<file path="config.mk">
export PLATFORM = sky130hd
export DESIGN_NAME = keypad_scanner
export DESIGN_NICKNAME = d
export VERILOG_FILES = /design/src/rtl/kp_pkg.sv /design/src/rtl/kp_debounce.sv /design/src/rtl/keypad_scanner.sv
export SDC_FILE = /design/constraint.sdc
export NUM_CORES = 1
export LEC_CHECK = 0
export ABC_CLOCK_PERIOD_IN_PS = 11030
export CAP_MARGIN = 20
export CORE_MARGIN = 2
export CORE_UTILIZATION = 50
export CTS_BUF_LIST = sky130_fd_sc_hd__clkbuf_16
export DETAILED_ROUTE_END_ITERATION = 7
export PLACE_DENSITY = 0.67
export SLEW_MARGIN = 20
export SYNTH_ARGS = -nofsm -noshare
export SYNTH_HDL_FRONTEND = slang
export SYNTH_HIERARCHICAL = 1
export SYNTH_SLANG_ARGS = --single-unit
</file>
<file path="constraint.sdc">
create_clock -name clk -period 11.03 [get_ports clk]
set_clock_uncertainty 0.1 [all_clocks]
set_input_delay 1.6545 -clock clk [delete_from_list [all_inputs] [get_ports clk]]
set_output_delay 1.6545 -clock clk [all_outputs]
set_load 0.02 [all_outputs]
</file>
<file path="src/rtl/kp_pkg.sv">
// Shared constants and enums for the 4x4 keypad scanner.
// Result classes describe what one full scan of the matrix saw.
package kp_pkg;

  localparam int KP_ROWS      = 4;
  localparam int KP_COLS      = 4;
  localparam int KP_CODE_W    = 4;
  localparam int KP_VALID_BIT = 15;
  localparam int KP_HELD_BIT  = 14;

  typedef enum logic {
    S_DRIVE,
    S_SAMPLE
  } scan_state_t;

  typedef enum logic [1:0] {
    R_NONE,
    R_ONE,
    R_MULTI
  } result_t;

endpackage

</file>
<file path="src/rtl/kp_debounce.sv">
// Accepts a press or release once the same scan result has been seen DEBOUNCE_SCANS times in a row.
// MULTI results never qualify and restart the stability count.
module kp_debounce
  import kp_pkg::*;
#(
  parameter int DEBOUNCE_SCANS = 4
) (
  input  logic                 i_clk,
  input  logic                 i_rst_n,
  input  logic                 i_eval,
  input  result_t              i_class,
  input  logic [KP_CODE_W-1:0] i_code,
  input  logic                 i_held,
  output logic                 o_accept_press,
  output logic                 o_accept_release
);

  localparam int CNT_W = $clog2(DEBOUNCE_SCANS + 1);
  localparam logic [CNT_W-1:0] CNT_MAX = CNT_W'(DEBOUNCE_SCANS);

  result_t                r_prevClass;
  logic [KP_CODE_W-1:0]   r_prevCode;
  logic [CNT_W-1:0]       r_cnt;

  logic                   w_same;
  logic [CNT_W-1:0]       w_cntNext;
  logic                   w_stable;

  // A ONE result only matches the previous one if the key code matches too
  always_comb begin
    w_same    = (i_class == r_prevClass) && ((i_class != R_ONE) || (i_code == r_prevCode));
    w_cntNext = r_cnt;
    if (i_class == R_MULTI) begin
      w_cntNext = '0;
    end else if (w_same) begin
      w_cntNext = (r_cnt == CNT_MAX) ? r_cnt : r_cnt + CNT_W'(1);
    end else begin
      w_cntNext = CNT_W'(1);
    end
    w_stable         = (w_cntNext == CNT_MAX);
    o_accept_press   = i_eval && w_stable && (i_class == R_ONE)  && !i_held;
    o_accept_release = i_eval && w_stable && (i_class == R_NONE) &&  i_held;
  end

  always_ff @(posedge i_clk) begin
    if (!i_rst_n) begin
      r_prevClass <= R_NONE;
      r_prevCode  <= '0;
      r_cnt       <= '0;
    end else if (i_eval) begin
      r_prevClass <= i_class;
      r_prevCode  <= i_code;
      r_cnt       <= w_cntNext;
    end
  end

endmodule

</file>
<file path="src/rtl/keypad_scanner.sv">
// 4x4 matrix keypad scanner: walks the columns, collects closures per full scan and
// presents a debounced single-key code to the IO read mux.
module keypad_scanner
  import kp_pkg::*;
#(
  parameter int SCAN_DIV       = 100000,
  parameter int DEBOUNCE_SCANS = 4
) (
  input  logic        clk,
  input  logic        rst_n,
  input  logic [3:0]  row_in,
  output logic [3:0]  col_out,
  input  logic        board_rd,
  output logic [15:0] io_rdata_board
);

  localparam int DIV_W = $clog2(SCAN_DIV);
  localparam logic [DIV_W-1:0] DIV_LAST = DIV_W'(SCAN_DIV - 2);

  logic [KP_ROWS-1:0]                    r_rowMeta;
  logic [KP_ROWS-1:0]                    r_rowSync;
  scan_state_t                           r_state;
  scan_state_t                           w_stateNext;
  logic [DIV_W-1:0]                      r_div;
  logic [1:0]                            r_col;
  logic [KP_COLS-2:0][KP_ROWS-1:0]       r_acc;
  logic                                  r_rdPrev;
  logic                                  r_valid;
  logic                                  r_held;
  logic [KP_CODE_W-1:0]                  r_code;

  logic [KP_COLS-1:0][KP_ROWS-1:0]       w_scan;
  logic [4:0]                            w_hits;
  logic [KP_CODE_W-1:0]                  w_code;
  result_t                               w_class;
  logic                                  w_eval;
  logic                                  w_press;
  logic                                  w_release;
  logic                                  w_rdRise;

  always_ff @(posedge clk) begin
    if (!rst_n) begin
      r_rowMeta <= 4'hF;
      r_rowSync <= 4'hF;
      r_rdPrev  <= 1'b0;
    end else begin
      r_rowMeta <= row_in;
      r_rowSync <= r_rowMeta;
      r_rdPrev  <= board_rd;
    end
  end

  always_comb begin
    w_stateNext = r_state;
    case (r_state)
      S_DRIVE:  if (r_div == DIV_LAST) w_stateNext = S_SAMPLE;
      S_SAMPLE: w_stateNext = S_DRIVE;
      default:  w_stateNext = S_DRIVE;
    endcase
  end

  always_ff @(posedge clk) begin
    if (!rst_n) begin
      r_state <= S_DRIVE;
      r_div   <= '0;
      r_col   <= '0;
      r_acc   <= '0;
    end else begin
      r_state <= w_stateNext;
      if (r_state == S_DRIVE) begin
        r_div <= (r_div == DIV_LAST) ? '0 : r_div + DIV_W'(1);
      end else begin
        r_div <= '0;
        r_col <= r_col + 2'd1;
        for (int c = 0; c < KP_COLS - 1; c++) begin
          if (r_col == 2'(c)) r_acc[c] <= ~r_rowSync;
        end
      end
    end
  end

  assign col_out = ~(4'b0001 << r_col);

  // The last column is classified straight from the synchronizer, so it is never stored
  always_comb begin
    w_scan  = {~r_rowSync, r_acc};
    w_hits  = '0;
    w_code  = '0;
    for (int c = 0; c < KP_COLS; c++) begin
      for (int r = 0; r < KP_ROWS; r++) begin
        if (w_scan[c][r]) begin
          w_hits = w_hits + 5'd1;
          w_code = KP_CODE_W'(r * KP_COLS + c);
        end
      end
    end
    if (w_hits == 5'd0)      w_class = R_NONE;
    else if (w_hits == 5'd1) w_class = R_ONE;
    else                     w_class = R_MULTI;
  end

  assign w_eval   = (r_state == S_SAMPLE) && (r_col == 2'd3);
  assign w_rdRise = board_rd && !r_rdPrev;

  kp_debounce #(
    .DEBOUNCE_SCANS (DEBOUNCE_SCANS)
  ) u_debounce (
    .i_clk            (clk),
    .i_rst_n          (rst_n),
    .i_eval           (w_eval),
    .i_class          (w_class),
    .i_code           (w_code),
    .i_held           (r_held),
    .o_accept_press   (w_press),
    .o_accept_release (w_release)
  );

  // A new key latching in the same cycle as a read edge keeps valid set
  always_ff @(posedge clk) begin
    if (!rst_n) begin
      r_valid <= 1'b0;
      r_held  <= 1'b0;
      r_code  <= '0;
    end else begin
      if (w_press) begin
        r_code  <= w_code;
        r_held  <= 1'b1;
        r_valid <= 1'b1;
      end else if (w_rdRise) begin
        r_valid <= 1'b0;
      end
      if (w_release) r_held <= 1'b0;
    end
  end

  always_comb begin
    io_rdata_board               = '0;
    io_rdata_board[KP_VALID_BIT] = r_valid;
    io_rdata_board[KP_HELD_BIT]  = r_held;
    io_rdata_board[KP_CODE_W-1:0] = r_code;
  end

endmodule

</file>
==> flow_results.org <==
** Status
- Status :: complete, no violations

** Cells and area
- Area Overhead vs Synth :: 9.381%
- Net count, final :: 521
- Total inserted antenna cells :: 0
- Fill cell count :: 776
- Post-Layout Inst Area :: 0.004712 sq mm
- Fraction of final layout cells with drive strength greater than 1 :: 13.01%

** Place
- Setup slack after placement :: 0.3551 ns
- During placement, the flow inserted port buffers numbering 16.
- The HPWL after detailed placement is 5973 microns.
- The congestion estimate from routability-driven global placement came to 0.8340.
- DP Area :: 0.004433 sq mm

** CTS
- Maximum clock path buffer count :: 2
- TritonCTS built the clock tree.
- H-tree levels :: 2
- Clock latency at the later pin of the worst-skew pair :: 0.29 ns
- CTS clock-pin slew for the worst setup and hold paths :: 0.07 ns
- Clock tree synthesis selected as its root buffer the cell clkbuf_16.
- Number of buffers inserted by hold repair at cts :: 0
- Total clock sinks :: 56
- Number of buffers created by CTS :: 5

** Power
- The analysis attributes to cell leakage a power of 1.856 nW.
- Max rail drop VDD :: 105.5 uV
- In this run the power density over the cells is 87.88 mW/mm^2.

** Min path
- Min-delay worst type :: reg -> reg
- Along the worst hold path, the cell count comes to 1.

** Global routing
- Global-route congestion overflow total :: 0
- The first global-routing pass estimated 13880 microns of wire.
- The number of antenna violations at the first check in global routing came to 0.
- Vias in the first global route :: 3034
- Global-route usage over all layers :: 17.11%
- Entering global routing, the biggest net connects 22 pins.

** Run
- # Max-Cap Violations :: 0

** Timing
- Derived from the worst setup path, the maximum achievable clock frequency is 96.95 MHz.
- Post-Route Setup TNS :: 0 ns
- Slew margin rel. :: 40.66%
- The number of max-slew violations in the final report was 0.
- The final count of hold timing violations was 0.
- Least-Margin Pin Slew :: 0.8820 ns
- Setup WS post-layout :: 0.7152 ns
- After layout, the worst path uses 93.52% of the clock period.
- Setup violation total in the final timing report :: 0
- Min Clock Period, post-route :: 10.31 ns
- Unrepaired setup endpoints after global routing :: false

** Logic synthesis
- Sequential elements use 26.02% of the synthesized area.
- Warnings from Yosys :: 6
- Synthesis produced a netlist whose cell count is 491.
- In this run, synthesis produced a sequential element count of 56.
- Top FF cell, synth :: dfxtp_1
- Counting flops with a built-in enable in the synthesized netlist gives 0.
- Counting flops with an async set or reset pin after synthesis yields a share of 0%.
- Mean cell area of the mapped netlist :: 8.774 sq um
- Counting distinct cell types in the post-synthesis netlist gives 85.
- Cell area after synthesis :: 0.004308 sq mm

** Setup path
- Along the worst path, the maximum fanout reaches 7.
- The worst setup path is launched from a flop.
- Most Frequent Cell on Critical Path :: ha_1
- CP Class :: reg -> reg
- Measured in cells, the most critical reg-to-reg path has a length of 50.
- Worst Setup End Kind :: flop
- Data on the critical path is required at its endpoint by 11.13 ns.
- Slowest Stage Delay on Critical Path :: 0.39 ns
- Data on the critical path arrives at its endpoint at 10.41 ns.
- Max stage delay cell, worst path :: a2111oi_2

** Floorplan
- The die covers 0.009374 sq mm.
- Ports placed on the boundary :: 27
- Die width :: 96.82 microns
- The region available for standard cell placement spans 0.008299 sq mm.
- In this run the vertical extent of the chip is 96.82 microns.
- Count of standard-cell rows :: 33
- Once the floorplan was initialized, standard cells occupied 51.91% of the core.

** Drt
- The detailed router finished its first iteration with 78 violations.
- DRT Pass-1 Iters :: 4
- Summed over all layers, the routed wires come to 8063 microns.
- In the routed design, unresolved DRC markers number 0.
- The final route contains 3250 vias.
- Detail Route Antenna Nets :: 0
- Via/cell ratio :: 5.444
- After detailed routing, the average wire length per cell comes to 13.51 microns.
-- path summary, 6_finish.rpt --
path,startpoint,slack (ns),endpoint
min reg2reg,r_rowMeta[1]$_SDFF_PN1_,0.31,r_rowSync[1]$_SDFF_PN1_
min,r_rowMeta[1]$_SDFF_PN1_,0.31,r_rowSync[1]$_SDFF_PN1_
max reg2reg,r_acc[0]$_SDFFE_PN0P_,0.72,r_code[0]$_SDFFE_PN0P_
max,r_acc[0]$_SDFFE_PN0P_,0.72,r_code[0]$_SDFFE_PN0P_
-- stage by stage --
| stage | hold WS [ns] | util [%] | instances | power, mW |
|---|---|---|---|---|
| final | 0.3088 | 56.78 | 597 | 0.4141 |
| after global routing | 0.3185 | 56.78 | 597 | 0.4280 |
| after CTS | 0.3135 | 55.39 | 594 | 0.4153 |
| after detailed placement | 0.2949 | 53.41 | 586 | 0.2421 |
| after global placement | 0.2904 | 53.41 | 586 | 0.2415 |
| after floorplan | 0.2863 | - | 500 | 0.2375 |
-- layer usage --
metal / GRT usage (%) / routed length, microns
met1: 23.38 / 4075
met2: 28.95 / 3751
met3: 2.312 / 165
met4: 3.575 / 71
met5: 0 / 0
-- critical path: cells and delay by family, from the launching register on --
family                     cells  cell delay (ns)
buffers and inverters          4             0.38
muxes                          5             1.06
DFF                            1             0.33
adders and majority gates     14             4.05
and+or+nand+nor               13             1.84
xor gates and xnor gates       2             0.25
AOI/OAI and AO/OA             12             2.20
-- final cells by class --
| cell class | count | area [sq um] | area share (%) |
|---|---|---|---|
| Clock inverter | 3 | 38.79 | 0.8232 |
| Timing Repair Buffer | 22 | 205.2 | 4.355 |
| Tap cell | 105 | 131.4 | 2.788 |
| Inverter | 27 | 101.3 | 2.151 |
| Sequential cell | 56 | 1124 | 23.84 |
| Clock buffer | 5 | 125.1 | 2.655 |
| Multi-Input combinational cell | 379 | 2987 | 63.38 |
-- cell families after synthesis --
logic type                 share of synthesized area (%)
muxes                                              4.734
AOI/OAI and AO/OA                                  13.71
buffers and inverters                              7.522
adders and majority gates                          6.680
and+or+nand+nor                                    22.05
xor gates and xnor gates                           19.20
DFF                                                26.02
other                                            0.08705
-- flip-flops by register name, indices dropped and copies added (netlist names) --
register and cells:
r_held 1, u_debounce/r_prevClass 2, u_debounce/r_cnt 3, r_code 4, r_valid 1, r_col 2, r_state 1, u_debounce/r_prevCode 4
r_rdPrev 1, r_rowMeta 4, r_div 17, r_rowSync 4, r_acc 12
-- cells in the mapped netlist, drive strengths merged (2+ instances only) --
master / n / area share, %
nor2: 57 / 5.0
o21ai: 8 / 0.93
nand2: 38 / 3.3
nor3: 8 / 0.93
a211oi: 16 / 2.9
a2bb2oi: 2 / 0.55
and2: 7 / 1.0
clkbuf: 20 / 2.1
nor4: 2 / 0.29
dfxtp: 56 / 26
a31oi: 5 / 0.87
buf: 18 / 3.1
xnor2: 31 / 7.5
mux2i: 17 / 3.9
xor3: 4 / 2.4
nand3b: 5 / 0.87
and2b: 2 / 0.41
or4b: 3 / 0.70
inv: 27 / 2.4
o22ai: 4 / 0.58
nand4b: 3 / 0.61
xnor3: 6 / 3.3
nor3b: 3 / 0.52
o21ba: 2 / 0.46
o2bb2ai: 2 / 0.55
ha: 23 / 6.7
nand2b: 11 / 1.6
nand3: 16 / 2.0
a21oi: 14 / 1.6
nand4: 9 / 1.3
or3: 4 / 0.61
a311oi: 3 / 0.61
o311ai: 2 / 0.41
xor2: 25 / 6.0
nor4b: 2 / 0.55
and3: 5 / 0.81
mux2: 3 / 0.78
a41o: 2 / 0.46
-- what timing repair did --
action | CTS | global route
setup endpoints to repair | 0 | 6
hold endpoints to repair | 0 | 0
resized for setup | 0 | 16
buffers inserted | 0 | 3
-- power breakdown --
part / total [mW] / switching (mW) / internal (mW)
Combinational: 0.0313 / 0.0190 / 0.0123
Sequential: 0.208 / 0.00342 / 0.205
Clock: 0.175 / 0.0689 / 0.106
-- cell usage in the layout, fill, tap and decap left out, drive strengths merged, types with 9 or more instances in the layout --
cell / instances
nor2: 57
dfxtp: 56
nand2: 38
xnor2: 31
inv: 28
xor2: 25
ha: 23
mux2i: 17
clkdlybuf4s50: 16
nand3: 16
a211oi: 16
a21oi: 14
nand2b: 11
conb: 10
nand4: 9
No activity file was read; power rests on OpenSTA's default activity.
